<file path="src/rtl/data_pack.sv">
// ============================================================================
// Module      : data_pack
// Description : Groups 32-bit acquisition samples into byte-serial frames:
//               sync word, header, sequence number, timestamp, sample data,
//               then an 8-bit additive checksum.
// Revision    : 1.0 - initial release
// ============================================================================
`default_nettype none

module data_pack #(
    parameter int SMP_PER_PKG = 32
) (
    input  logic        clk_sys,
    input  logic        rst_n,
    input  logic [31:0] ad_data,
    input  logic        ad_vld,
    input  logic        pk_en,
    input  logic [7:0]  dev_id,
    input  logic [7:0]  cfg_sample,
    input  logic [31:0] utc_sec,
    input  logic [31:0] now_ns,
    output logic [7:0]  pk_data,
    output logic        pk_vld,
    output logic        pk_frm,
    output logic [7:0]  cnt_drop
);

    // State reflects the phase of the byte currently shown on pk_data.
    localparam logic [2:0] S_IDLE = 3'd0;
    localparam logic [2:0] S_HEAD = 3'd1;
    localparam logic [2:0] S_DATA = 3'd2;
    localparam logic [2:0] S_WAIT = 3'd3;
    localparam logic [2:0] S_SUM  = 3'd4;

    localparam logic [7:0] C_SYNC0    = 8'hEB;
    localparam logic [7:0] C_SYNC1    = 8'h90;
    localparam logic [7:0] C_LAST_IDX = 8'(SMP_PER_PKG - 1);

    logic [2:0]  state_q, state_d;
    logic [31:0] hold_q, hold_d;
    logic [7:0]  dev_q, dev_d;
    logic [7:0]  cfg_q, cfg_d;
    logic [31:0] utc_q, utc_d;
    logic [31:0] ns_q, ns_d;
    logic [7:0]  idx_q, idx_d;
    logic [3:0]  bcnt_q, bcnt_d;     // index of the next byte to load
    logic [7:0]  seq_q, seq_d;
    logic [7:0]  csum_q, csum_d;
    logic [7:0]  pk_data_q, pk_data_d;
    logic        pk_vld_q, pk_vld_d;
    logic        pk_frm_q, pk_frm_d;
    logic [7:0]  drop_q, drop_d;

    logic        w_head_done;
    logic        w_data_done;
    logic        w_drop;
    logic [7:0]  w_hdr_byte;
    logic [7:0]  w_data_byte;

    assign w_head_done = (bcnt_q == 4'd13);
    assign w_data_done = (bcnt_q == 4'd4);
    assign w_drop      = ad_vld && ((state_q == S_HEAD) || (state_q == S_DATA) ||
                                    (state_q == S_SUM));

    // State register plus all datapath registers; reset abandons any frame.
    always_ff @(posedge clk_sys or negedge rst_n) begin
        if (!rst_n) begin
            state_q   <= S_IDLE;
            hold_q    <= 32'h0;
            dev_q     <= 8'h0;
            cfg_q     <= 8'h0;
            utc_q     <= 32'h0;
            ns_q      <= 32'h0;
            idx_q     <= 8'h0;
            bcnt_q    <= 4'h0;
            seq_q     <= 8'h0;
            csum_q    <= 8'h0;
            pk_data_q <= 8'h0;
            pk_vld_q  <= 1'b0;
            pk_frm_q  <= 1'b0;
            drop_q    <= 8'h0;
        end else begin
            state_q   <= state_d;
            hold_q    <= hold_d;
            dev_q     <= dev_d;
            cfg_q     <= cfg_d;
            utc_q     <= utc_d;
            ns_q      <= ns_d;
            idx_q     <= idx_d;
            bcnt_q    <= bcnt_d;
            seq_q     <= seq_d;
            csum_q    <= csum_d;
            pk_data_q <= pk_data_d;
            pk_vld_q  <= pk_vld_d;
            pk_frm_q  <= pk_frm_d;
            drop_q    <= drop_d;
        end
    end

    // Next-state selection.
    always_comb begin
        state_d = state_q;
        case (state_q)
            S_IDLE: if (ad_vld && pk_en) state_d = S_HEAD;
            S_HEAD: if (w_head_done)     state_d = S_DATA;
            S_DATA: if (w_data_done)     state_d = (idx_q == C_LAST_IDX) ? S_SUM : S_WAIT;
            S_WAIT: if (ad_vld)          state_d = S_DATA;
            S_SUM:                       state_d = S_IDLE;
            default:                     state_d = S_IDLE;
        endcase
    end

    // Header byte selected by the byte counter (index 0 is loaded from IDLE).
    always_comb begin
        w_hdr_byte = 8'h00;
        case (bcnt_q)
            4'd1:    w_hdr_byte = C_SYNC1;
            4'd2:    w_hdr_byte = dev_q;
            4'd3:    w_hdr_byte = cfg_q;
            4'd4:    w_hdr_byte = seq_q;
            4'd5:    w_hdr_byte = utc_q[31:24];
            4'd6:    w_hdr_byte = utc_q[23:16];
            4'd7:    w_hdr_byte = utc_q[15:8];
            4'd8:    w_hdr_byte = utc_q[7:0];
            4'd9:    w_hdr_byte = ns_q[31:24];
            4'd10:   w_hdr_byte = ns_q[23:16];
            4'd11:   w_hdr_byte = ns_q[15:8];
            4'd12:   w_hdr_byte = ns_q[7:0];
            default: w_hdr_byte = 8'h00;
        endcase
    end

    // Held sample byte, MSB first, selected by the byte counter.
    always_comb begin
        case (bcnt_q[1:0])
            2'd0:    w_data_byte = hold_q[31:24];
            2'd1:    w_data_byte = hold_q[23:16];
            2'd2:    w_data_byte = hold_q[15:8];
            default: w_data_byte = hold_q[7:0];
        endcase
    end

    // Output and datapath next values; the loaded byte is shown next cycle.
    always_comb begin
        hold_d    = hold_q;
        dev_d     = dev_q;
        cfg_d     = cfg_q;
        utc_d     = utc_q;
        ns_d      = ns_q;
        idx_d     = idx_q;
        bcnt_d    = bcnt_q;
        seq_d     = seq_q;
        csum_d    = csum_q;
        pk_data_d = pk_data_q;
        pk_vld_d  = (state_d == S_HEAD) || (state_d == S_DATA) || (state_d == S_SUM);
        pk_frm_d  = (state_d != S_IDLE);
        drop_d    = (w_drop && (drop_q != 8'hFF)) ? drop_q + 8'd1 : drop_q;

        case (state_q)
            S_IDLE: begin
                if (ad_vld && pk_en) begin
                    hold_d    = ad_data;
                    dev_d     = dev_id;
                    cfg_d     = cfg_sample;
                    utc_d     = utc_sec;
                    ns_d      = now_ns;
                    idx_d     = 8'd0;
                    bcnt_d    = 4'd1;
                    csum_d    = 8'd0;
                    pk_data_d = C_SYNC0;
                end
            end
            S_HEAD: begin
                if (w_head_done) begin
                    pk_data_d = hold_q[31:24];
                    csum_d    = csum_q + hold_q[31:24];
                    bcnt_d    = 4'd1;
                end else begin
                    pk_data_d = w_hdr_byte;
                    bcnt_d    = bcnt_q + 4'd1;
                    // Sync bytes stay out of the checksum.
                    if (bcnt_q >= 4'd2) csum_d = csum_q + w_hdr_byte;
                end
            end
            S_DATA: begin
                if (!w_data_done) begin
                    pk_data_d = w_data_byte;
                    csum_d    = csum_q + w_data_byte;
                    bcnt_d    = bcnt_q + 4'd1;
                end else if (idx_q == C_LAST_IDX) begin
                    pk_data_d = csum_q;
                    seq_d     = seq_q + 8'd1;
                end
            end
            S_WAIT: begin
                if (ad_vld) begin
                    hold_d    = ad_data;
                    idx_d     = idx_q + 8'd1;
                    bcnt_d    = 4'd1;
                    pk_data_d = ad_data[31:24];
                    csum_d    = csum_q + ad_data[31:24];
                end
            end
            default: ;
        endcase
    end

    assign pk_data  = pk_data_q;
    assign pk_vld   = pk_vld_q;
    assign pk_frm   = pk_frm_q;
    assign cnt_drop = drop_q;

endmodule

`default_nettype wire

</file>
<file path="config.mk">
export PLATFORM = sky130hd
export DESIGN_NAME = data_pack
export DESIGN_NICKNAME = d
export VERILOG_FILES = /design/src/rtl/data_pack.sv
export SDC_FILE = /design/constraint.sdc
export NUM_CORES = 1
export LEC_CHECK = 0
export BUFFER_PORTS_ARGS = -buffer_cell sky130_fd_sc_hd__buf_2
export CAP_MARGIN = 5
export CORE_ASPECT_RATIO = 1.1
export CORE_MARGIN = 4
export CORE_UTILIZATION = 40
export CTS_BUF_LIST = sky130_fd_sc_hd__clkbuf_16
export DETAILED_ROUTE_END_ITERATION = 10
export HOLD_SLACK_MARGIN = 0.03
export PLACE_DENSITY_LB_ADDON = 0.05
export SLEW_MARGIN = 20
export SYNTH_ARGS = -nofsm -noshare
export SYNTH_HDL_FRONTEND = slang
export SYNTH_SLANG_ARGS = --single-unit
</file>
<file path="constraint.sdc">
create_clock -name clk_sys -period 3.9 [get_ports clk_sys]
set_input_delay 0.39 -clock clk_sys [delete_from_list [all_inputs] [get_ports clk_sys]]
set_output_delay 0.39 -clock clk_sys [all_outputs]
set_load 0.01 [all_outputs]
</file>
# --- Word level (Yosys, flattened, before mapping) ---
# Index checks and enable logic that the tools add are counted.
totals:
  regBits: 161
  output_inout_bits: 18
  elab_cells: 100
classes:
  addsub: 8
  magnitude_cmp: 1
  n_eq_ne: 29
  n_mux: 30
  reduce_logical: 18
op_table:
  columns: ["cell", "n"]
  rows:
  - ["$pmux W8 S12", 1]
  - ["$mux W8", 11]
  - ["$mux W32", 2]
  - ["$pmux W32 S2", 1]
  - ["$pmux W8 S4", 2]
  - ["$add A8 B8 Y8", 4]
  - ["$add A8 B1 Y8 const B", 3]
  - ["$eq A4 B4 Y1 const B", 6]
  - ["$pmux W8 S3", 1]
  - ["$eq A4 B3 Y1 const B", 4]
  - ["$mux W4", 4]
  - ["$pmux W4 S4", 1]
  - ["$pmux W8 S2", 1]
  - ["$mux W3", 5]
  - ["$pmux W3 S4", 1]
  - ["$eq A3 B2 Y1 const B", 3]
  - ["$eq A4 B2 Y1 const B", 2]
  - ["$eq A8 B5 Y1 const B", 1]
  - ["$ne A8 B8 Y1 const B", 1]
  - ["$reduce_and A4 Y1", 2]
  - ["$eq A3 B1 Y1 const B", 2]
  - ["$eq A3 B3 Y1 const B", 2]
  - ["$ne A2 B2 Y1 const B", 3]
  - ["$ne A3 B2 Y1 const B", 2]
  - ["other kinds (15)", 21]

# --- Logic depth before layout (Yosys ltp) ---
logic_depth:
  word_depth: 7
  depth_mapped: 18
  depth_no_buf: 16

# --- Worst setup path after synthesis ---
# No wires, ideal clock.
synth_path:
  kind: "reg2reg"
  startpoint: "register bcnt_q[0]"
  endpoint: "register csum_q[7]"
  setup_time_ps: 134
  arrival_ps: 3453
  setup_slack_ps: 313
  stages_incl_launch_ff: 17
  path_buffers: 2
  period_less_slack_ps: 3587
  cell_sequence: "dfrtp_1 -> inv_1 -> ha_1 -> buf_2 -> clkbuf_1 -> a222oi_1 -> o21ai_0 -> a221oi_1 -> a2bb2oi_1 -> mux2i_1 -> ha_1 -> a21oi_1 -> o211ai_1 -> a2111oi_0 -> and4b_1 -> mux2i_1 -> o211ai_1"
synth_via:
  elab_chain_len: 6
synth_lines:
  columns: ["element", "line_no", "source"]
  rows:
  - ["from (decl)", "46", "logic [3:0] bcnt_q, bcnt_d;"]
  - ["from (signal assigned)", "90", "bcnt_q <= bcnt_d;"]
  - ["$eq A4 B4 Y1 (tied with other cells)", "116", "case (bcnt_q)"]
  - ["$pmux W8 S12", "116", null]
  - ["$add A8 B8 Y8", "182", "if (bcnt_q >= 4'd2) csum_d = csum_q + w_hdr_byte;"]
  - ["$mux W8", "182", null]
  - ["$mux W8", "174", "if (w_head_done) begin"]
  - ["$pmux W8 S4", "159", "case (state_q)"]
  - ["to (signal assigned)", "92", "csum_q <= csum_d;"]
  - ["to (decl)", "48", "logic [7:0] csum_q, csum_d;"]
# Parallel ways exist; a longest one is shown, timed or not. The select of a mux whose other input is x is not followed.
# A chain may end at the register's enable or synchronous reset.

# --- Final worst setup path ---
layout_path:
  startpoint: "register bcnt_q[0]"
  endpoint: "register csum_q[6]"
# The elaborated chain is that of the path after synthesis.

==> impl_results.md <==
- ANT nets after route: 0
- CP max-delay cell: mux4_2
- Worst slew pin tran: 729 ps
- P_sw: 3.28 mW
- Synth warn: 0
- Max IR drop VDD: 0.354 mV
- Mapped Cells: 715
- Ys async rst share: 100%
- CP required: 4220 ps
- Seq/Total Area, Yosys: 49.4%
- Clock Power Share: 20.3%
- Initial antenna violation count: 0
- Comb power frac: 44.8%
- DIE HEIGHT: 158 microns
- Clock latency on the worst-skew pair: 430 ps
- DRC violations left: 0
- Synth unique cells: 66
- Tmin final: 3750 ps
- Total congestion overflow: 0
- ANT cells: 0
- Row count: 54
- Initial Utilization: 41.0%
- Top Family by Delay on Critical Path: compound AO/OA/AOI/OAI gates
- Worst Slack Setup Final: 147 ps
- Met2 WL post-DR: 11200 microns
- Tcrit/Tclk final: 96.2%
- First-pass GRT wire length: 36200 microns
- Crit path kind: reg2reg
- Vias per inst: 5.68
- Startpoint Class: register
- Detailed placement HPWL: 17200 microns
- Total CTS buffers: 17
- Top cells by area, synth: dfrtp_1 (49%), mux2_2 (16%), ha_1 (2.3%), a222oi_1 (2.1%), o21ai_0 (2.0%)
- Mean routed wirelength per cell: 20.9 microns
- Clock slew at reported path FFs: 70 ps
- Clock Tree Buf Depth: 2
- Maxcap violations: 0
- Internal power: 5.18 mW
- Syn nets: 847
- Metal3 WL: 1150 microns
- Seq cells post-synth: 161
- Met1 Routed Length: 10300 microns
- Synthesized area: 8160 sq um
- Io pins: 134
- Cell taking the most area after synthesis: dfrtp_1
- # clock sinks: 161
- Number of H-tree levels: 4
- Power Total: 8.46 mW
- Avg Inst Size Synth: 11.4 sq um
- Max Freq: 0.266 GHz
- Die area: 22800 sq um
- Max Fanout on Critical Path: 8
- Number of global-route vias before repair: 6487
- RSZ-0062 raised after global routing: yes
- Buf/Inv on CP: 2
- Largest net degree at the start of global routing: 93
- Slew HR: 50.1%
- Top cell type's share of synthesized area: 49.4%
- Sequential Power Share: 34.9%
- Outcome: finished, final reports clean
- Vias post-DR: 6324
- GRT Total Usage: 20.7%
- Main flop type after synthesis: dfrtp_1
- Nets: 982
- CTS tree: yes
- First drt pass iteration count: 5
- Layout area overhead: 20.8%
- Crit path arrival time: 4070 ps
- Drt total wl: 23300 microns
- Root buffer cell: clkbuf_16
- Fillers: 1819
- Hold Fails Final Rpt: 0
- Leak pwr: 4.41 nW
- Pwr dens: 858 nW/um^2
- Uppermost layer routed: met4
- Port buffer count: 133
- Final setup fails: 0
- CP endpoint kind: register
- Setup WS pre-CTS: 2.31 ps
- Worst clock skew: 9.17 ps
- Top-count cell post-synth: dfrtp_1
- GP Congestion: 0.902
- Synth cell count leaders: dfrtp_1 (161), mux2_2 (117), nand2_1 (43)
- Share of cells above drive strength 1: 39.0%
- Worst hold path class: in2reg
- Worst-path cell chain: inv_1 > ha_2 > a22oi_1 > mux4_2 > a41oi_1 > a211oi_1 > a21oi_1 > ha_1 > inv_1 > fa_1 > nor2b_1 > o21ai_0 > a21oi_1 > o21a_1 > nor3_1 > o41ai_2
- Core Area: 19900 sq um
- Die X: 144 microns
- Number of enable flip-flop cells after synthesis: 0
- Drt initial violations: 444
- Max stage delay on crit path: 480 ps
- Switching share of power: 38.8%
- Pins Over Slew Limit: 0
## through the flow
| stage | utilization [%] | TNS, ps | cell area, sq um | cells | hold slack [ps] |
|---|---|---|---|---|---|
| floorplan | - | 0 | 8160 | 715 | 94.4 |
| global placement | 46.2 | 0 | 9210 | 1081 | 441 |
| detailed placement | 46.2 | 0 | 9210 | 1081 | 448 |
| CTS | 49.2 | 0 | 9810 | 1113 | 155 |
| global route | 49.5 | -42.1 | 9860 | 1114 | 163 |
| finish | 49.5 | 0 | 9860 | 1114 | 169 |
## worst reg2reg max path, stage by stage (launching register included)
cell,delay [ps]
dfrtp_2,450
inv_1,130
ha_2,290
a22oi_1,100
mux4_2,480
a41oi_1,310
a211oi_1,80
a21oi_1,150
ha_1,180
inv_1,50
fa_1,390
nor2b_1,210
o21ai_0,140
a21oi_1,210
o21a_1,170
nor3_1,60
o41ai_2,270
## power by group through the flow
| stage | combinational (mW) | clock (mW) | sequential [mW] |
|---|---|---|---|
| finish | 3.79 | 1.72 | 2.95 |
| global route | 4.16 | 1.84 | 3.04 |
| CTS | 3.73 | 1.76 | 2.95 |
| detailed placement | 3.72 | 0 | 2.98 |
| global placement | 3.67 | 0 | 2.98 |
| floorplan | 2.61 | 0 | 2.79 |
## cell usage in the layout, fill, tap and decap left out, drive strengths merged, types with 3 or more instances in the layout
cell type,n
o21a,4
nand2,43
or3,3
a211o,3
and3,11
a31oi,6
and3b,5
a211oi,9
nor2b,5
a21oi,25
o41ai,3
xnor2,9
o221ai,3
mux2,117
o31ai,5
a222oi,17
ha,15
o211ai,4
dfrtp,161
mux2i,12
clkbuf,17
nor2,35
o21ai,35
xor2,14
nand4,10
buf,166
inv,29
a22oi,9
nor3,8
clkinvlp,3
a2bb2oi,3
nand2b,9
a221oi,6
nand3b,5
a21o,3
nand3,9
o22ai,6
## repair_timing
action | CTS | global route
setup buffers | 0 | 1
endpoints found under the hold margin | 69 | 0
hold buffers | 1 | 0
gates resized for setup | 0 | 11
endpoints found under the setup margin | 0 | 2
## kinds of logic after synthesis
logic type / Yosys count / share of synthesized area, %
simple gates: 153 / 9.73
fa+ha+maj: 16 / 2.54
mux: 130 / 17.9
flops: 161 / 49.4
xor+xnor: 23 / 2.47
buf+inv: 73 / 3.69
compound gates: 159 / 14.3
## state kept, by name, summed over array words and instances, names as in the netlist, 3 cells and up
signal and cells:
bcnt_q 4, cfg_q 8, cnt_drop 8, csum_q 8, dev_q 8, hold_q 32, idx_q 8, ns_q 32
pk_data 8, seq_q 8, state_q 3, utc_q 32
## final cells by class
class / instances / area [sq um] / area share (%)
Timing Repair Buffer: 167 / 967 / 9.81
Clock buffer: 17 / 425 / 4.31
Multi-Input combinational cell: 481 / 3870 / 39.3
Sequential cell: 161 / 4030 / 40.9
Tap cell: 252 / 315 / 3.20
Clock inverter: 14 / 169 / 1.71
Inverter: 22 / 82.6 / 0.837
## path summary, 6_finish.rpt
check | from | endpoint | slack [ps] | cells past startpoint
max | bcnt_q[0]$_DFFE_PN0P_ | csum_q[6]$_DFFE_PN0P_ | 150 | 16
min | ad_data[1] | hold_q[1]$_DFFE_PN0P_ | 170 | 3
max reg2reg | bcnt_q[0]$_DFFE_PN0P_ | csum_q[6]$_DFFE_PN0P_ | 150 | 16
min reg2reg | pk_data[3]$_DFFE_PN0P_ | pk_data[3]$_DFFE_PN0P_ | 480 | 2
max in group asynchronous | rst_n | bcnt_q[0]$_DFFE_PN0P_ | 2420 | 3
min in group asynchronous | rst_n | cnt_drop[3]$_DFFE_PN0P_ | 510 | 2
## per-layer routing
metal	global-route usage (%)	vias to the layer above
met5	0	-
met4	6.84	0
met3	4.41	35
met2	33.3	197
met1	28.0	3174
li1	-	2918
Note: power is estimated with default switching activity, not from simulation.
